`config.mk`:
```
export PLATFORM = sky130hd
export DESIGN_NAME = bin_to_bcd_ex3
export DESIGN_NICKNAME = d
export VERILOG_FILES = /design/src/rtl/bin_to_bcd_ex3.sv
export SDC_FILE = /design/constraint.sdc
export NUM_CORES = 1
export LEC_CHECK = 0
export ABC_CLOCK_PERIOD_IN_PS = 1950
export CORE_MARGIN = 1
export CORE_UTILIZATION = 44
export CTS_BUF_LIST = sky130_fd_sc_hd__clkbuf_4 sky130_fd_sc_hd__clkbuf_8
export CTS_CLUSTER_SIZE = 28
export DETAILED_ROUTE_END_ITERATION = 16
export DONT_BUFFER_PORTS = 1
export GPL_TIMING_DRIVEN = 0
export SYNTH_ARGS = -nofsm -noshare
export SYNTH_HDL_FRONTEND = slang
export SYNTH_SLANG_ARGS = --single-unit
```
`constraint.sdc`:
```
create_clock -name clk -period 1.95 [get_ports clk]
set_input_delay 0.4875 -clock clk [delete_from_list [all_inputs] [get_ports clk]]
set_output_delay 0.4875 -clock clk [all_outputs]
set_load 0.03 [all_outputs]
```
`src/rtl/bin_to_bcd_ex3.sv`:
```
// Sequential binary-to-BCD converter (double-dabble, one bit per clock).
// Each result is given as packed BCD digits and as their digit-wise excess-3 codes.
module bin_to_bcd_ex3 #(
  parameter int BIN_W  = 8,
  parameter int DIGITS = 3
) (
  input  logic                  clk,
  input  logic                  rst,
  input  logic                  in_valid,
  output logic                  in_ready,
  input  logic [BIN_W-1:0]      in_bin,
  output logic                  out_valid,
  input  logic                  out_ready,
  output logic [4*DIGITS-1:0]   out_bcd,
  output logic [4*DIGITS-1:0]   out_ex3,
  output logic                  busy
);

  localparam int ACC_W = 4 * DIGITS;
  localparam int CNT_W = $clog2(BIN_W + 1);

  // Decimal digit count of the largest input value, 2**w - 1.
  function automatic int digits_needed(input int w);
    longint v;
    int     n;
    v = (longint'(1) << w) - 1;
    n = 1;
    for (int i = 0; i < 8; i++) begin
      if (v >= 10) begin
        v = v / 10;
        n = n + 1;
      end
    end
    return n;
  endfunction

  if (BIN_W < 1 || BIN_W > 16) begin : g_bad_bin_w
    $error("bin_to_bcd_ex3: BIN_W=%0d outside 1..16", BIN_W);
  end
  if (DIGITS < digits_needed(BIN_W)) begin : g_bad_digits
    $error("bin_to_bcd_ex3: DIGITS=%0d too small for BIN_W=%0d", DIGITS, BIN_W);
  end

  function automatic logic [ACC_W-1:0] add3_digits(input logic [ACC_W-1:0] a);
    logic [ACC_W-1:0] r;
    r = a;
    for (int d = 0; d < DIGITS; d++) begin
      if (a[4*d +: 4] >= 4'd5) r[4*d +: 4] = a[4*d +: 4] + 4'd3;
    end
    return r;
  endfunction

  function automatic logic [ACC_W-1:0] to_ex3(input logic [ACC_W-1:0] a);
    logic [ACC_W-1:0] r;
    for (int d = 0; d < DIGITS; d++) begin
      r[4*d +: 4] = a[4*d +: 4] + 4'd3;
    end
    return r;
  endfunction

  typedef enum logic [1:0] {IDLE, SHIFT, DONE} state_t;

  state_t             state_q, state_d;
  logic [BIN_W-1:0]   shreg_q, shreg_d;
  logic [ACC_W-1:0]   acc_q,   acc_d;
  logic [CNT_W-1:0]   cnt_q,   cnt_d;
  logic [ACC_W-1:0]   bcd_q,   bcd_d;
  logic [ACC_W-1:0]   acc_adj;
  logic [ACC_W-1:0]   acc_shift;

  // Held low during reset so nothing is offered while the block is cleared.
  assign in_ready  = (state_q == IDLE) && !rst;
  assign out_valid = (state_q == DONE);
  assign busy      = (state_q == SHIFT);
  assign out_bcd   = bcd_q;
  assign out_ex3   = to_ex3(bcd_q);

  assign acc_adj   = add3_digits(acc_q);
  assign acc_shift = {acc_adj[ACC_W-2:0], shreg_q[BIN_W-1]};

  always_comb begin
    state_d = state_q;
    shreg_d = shreg_q;
    acc_d   = acc_q;
    cnt_d   = cnt_q;
    bcd_d   = bcd_q;
    case (state_q)
      IDLE: begin
        if (in_valid && in_ready) begin
          shreg_d = in_bin;
          acc_d   = '0;
          cnt_d   = CNT_W'(BIN_W);
          state_d = SHIFT;
        end
      end
      SHIFT: begin
        acc_d   = acc_shift;
        shreg_d = shreg_q << 1;
        cnt_d   = cnt_q - CNT_W'(1);
        // Last bit: publish the finished accumulator.
        if (cnt_q == CNT_W'(1)) begin
          bcd_d   = acc_shift;
          state_d = DONE;
        end
      end
      DONE: begin
        if (out_ready) state_d = IDLE;
      end
      default: state_d = IDLE;
    endcase
  end

  always_ff @(posedge clk or posedge rst) begin
    if (rst) begin
      state_q <= IDLE;
      shreg_q <= '0;
      acc_q   <= '0;
      cnt_q   <= '0;
      bcd_q   <= '0;
    end else begin
      state_q <= state_d;
      shreg_q <= shreg_d;
      acc_q   <= acc_d;
      cnt_q   <= cnt_d;
      bcd_q   <= bcd_d;
    end
  end

endmodule

```
==> reports/results.ini, run 1 <==
[synthesis]
ys_seq_area_share_pct = 46.40
synth_compound_area_share_pct = 16.48
synth_edf_count = 0
yosysMostFrequentCell = dfrtp_1
synthTopCellsByCount = 38 x dfrtp_1, 26 x inv_1, 16 x nand2_1, 16 x o21ai_0, 12 x a21oi_1
ys.flop_type = dfrtp_1
synthXorXnorAreaFrac_pct = 4.701
synth_top_area_share_pct = 46.40
yosys_warnings = 0
synthAdderAreaFrac_pct = 6.716
synthMuxAreaShare_pct = 5.861
synth_top_family_by_area = compound AO/OA/AOI/OAI gates
syn_area_um2 = 2049
synth-simple-area-share_pct = 12.03
syn-num-nets = 220
synthCells = 197
synth_seq_cells = 38
async_reset_ff_share_pct = 100.0
synth_area_leaders = dfrtp_1 46%, ha_1 6.7%, inv_1 4.8%
yosysTopAreaCell = dfrtp_1
yosysUniqueCellTypes = 33
postSynthAreaPerCell_um2 = 10.40

[detailed_routing]
routed_via_density = 5.380
wl_um = 4009
drt_iter0_markers = 79
drc = 0
ant_nets = 0
dr_total_vias = 1372
wire_per_inst_um = 15.72
dr.pass1.iters = 4

[clocking]
cts_root_buffer = clkbuf_8
numCtsBuffers = 5
htree_levels = 2
clockBufferDepth = 2
cts_tree = built
clk_pin_slew_ps = 80
cts.sink_count = 38
insertion_delay_ps = 290
hold_buffers = 0

[placement]
port_buffers = 0
routabilityCongestion = 0.8081
dpl.hpwl_um = 2873

[timing]
fin_worst_skew_ps = 8.106
fin_ws_ps = -97.23
relSlewSlack_pct = 46.85
final_max_slew_viol_count = 0
setup_viol = 4
clock.fmax_mhz = 488.5
rsz0062_at_grt = true
finalHoldViolCount = 0
period_needed_ps = 2047
worstMarginPinSlew_ps = 796.1
finalCritPeriodShare_pct = 105.0

[die]
core_area_um2 = 4414
start_util_pct = 46.43
die-width_um = 70.25
die_y_um = 70.25
die-area_um2 = 4935
io_pins = 39
row_count = 24

[layout]
syn_to_final_growth_pct = 14.59
postLayoutCoreUtil_pct = 53.20
layout-drive-gt1-share_pct = 28.08
antenna_cells = 0
final_nets = 227

[global_routing]
grt_max_degree = 39
track_usage_pct = 17.77
grt_overflow = 0
grt_pass1_wl_um = 6837
antenna_found_initial = 0
grt_pass1_vias = 1509

[setup_path]
reg2reg_slack_ps = 370
end_kind = output port
cp_data_arrival_time_ps = 1560
path_class = register to output port
critPathRequiredTime_ps = 1460
path_max_fanout = 4
worstSetupStartpointType = register

[worst_hold_path]
hp-class = input pin to async pin

[flow_run]
maxCapViolCount = 0

[run_status]
status = finished with violations
violations = negative setup slack

through the flow:
stage	worst slack, ps	area, um2	setup TNS [ps]	instances	hold slack (ps)
after floorplan	89.99	2072	0	197	466.4
after global placement	40.98	2137	0	249	487.3
after detailed placement	7.005	2137	0	249	491.5
after CTS	-127.5	2323	-484.7	255	266.5
after global routing	-138.5	2349	-648.4	255	289.9
final	-97.23	2349	-348.3	255	230.9
cell type report:
cell class / instances / area, um2
Buffer: 7 / 55.05
Clock buffer: 6 / 82.58
Fill cell: 384 / 2066
Inverter: 28 / 123.9
Multi-Input combinational cell: 124 / 1060
Sequential cell: 38 / 962.2
Tap cell: 52 / 65.06
sequential cells by signal, summed over array words and instances (netlist names):
name and flops:
acc_q 12, shreg_q 8, cnt_q 4, out_bcd 12
state_q 2
worst max-delay path: stages, from the launching register on:
cell        delay (ps)
dfrtp_2            510
clkinvlp_4         270
ha_4               240
xnor2_4            250
cells in the final DEF (no fill, tap or decap), types with 2 or more instances in the layout:
cell type,netlist,layout
mux2_4,6,6
o21ai_2,3,3
o21ai_0,16,14
nand2_1,16,16
xnor2_4,0,3
a21oi_1,12,12
o21ai_1,2,4
nand2b_4,2,2
dfrtp_1,38,29
clkbuf_8,0,6
xnor2_2,0,3
inv_1,26,20
nand3_1,4,4
nor3_1,5,4
xnor2_1,10,4
nor3b_1,4,4
a22o_1,7,7
o22ai_1,7,7
ha_4,0,3
buf_6,3,3
dfrtp_2,0,9
nor2_1,4,4
clkinvlp_4,0,3
a21oi_4,2,2
nand2b_2,2,2
ha_1,11,8
inv_2,2,3
buf_2,2,2
mux2i_1,3,3
final timing paths:
kind / from / end / cells past startpoint
min in group clk: out_ready / state_q[1] / 1
setup reg to reg: acc_q[0] / acc_q[2] / 6
hold reg to reg: shreg_q[0] / shreg_q[0] / 1
max in group asynchronous: rst / out_bcd[9] / 1
hold / removal: rst / out_bcd[3] / 1
setup / recovery: out_bcd[0] / out_ex3[2] / 3
cell families after synthesis:
| logic type | after synthesis |
|---|---|
| buffers and inverters | 35 |
| AO/OA/AOI/OAI | 52 |
| adder cells (fa/ha/maj) | 11 |
| AND/OR/NAND/NOR | 41 |
| flip-flops | 38 |
| XOR/XNOR | 11 |
| multiplexers | 9 |
layer usage:
metal | wire (um) | track usage, % | vias to the layer above
met4 | 46 | 5.778 | 0
met1 | 1881 | 22.67 | 663
li1 | - | - | 673
met5 | 0 | 0 | -
met3 | 140 | 3.896 | 5
met2 | 1941 | 29.84 | 31
what timing repair did:
item                                    4_1_cts  5_1_grt
pin swaps                                     3        4
gates resized for setup                      20       10
endpoints found under the setup margin       10        9
setup buffers                                 0        0
Power of run 1 is left out: the tool's default activity adds up to more than one toggle a clock period on the data nets, which glitch-free logic cannot reach.
==> run 2: changes to the inputs <==
- CAP_MARGIN: not set -> 5
==> results of run 2 <==
Final layout, timing and power as in run 1 (identical DEF).
Power of run 2 is left out for the same reason.
==> run 3: changes to the inputs <==
- CAP_MARGIN: 5 -> 20
==> results of run 3 <==
Final layout, timing and power as in run 1 (identical DEF).
Power of run 3 is left out for the same reason.
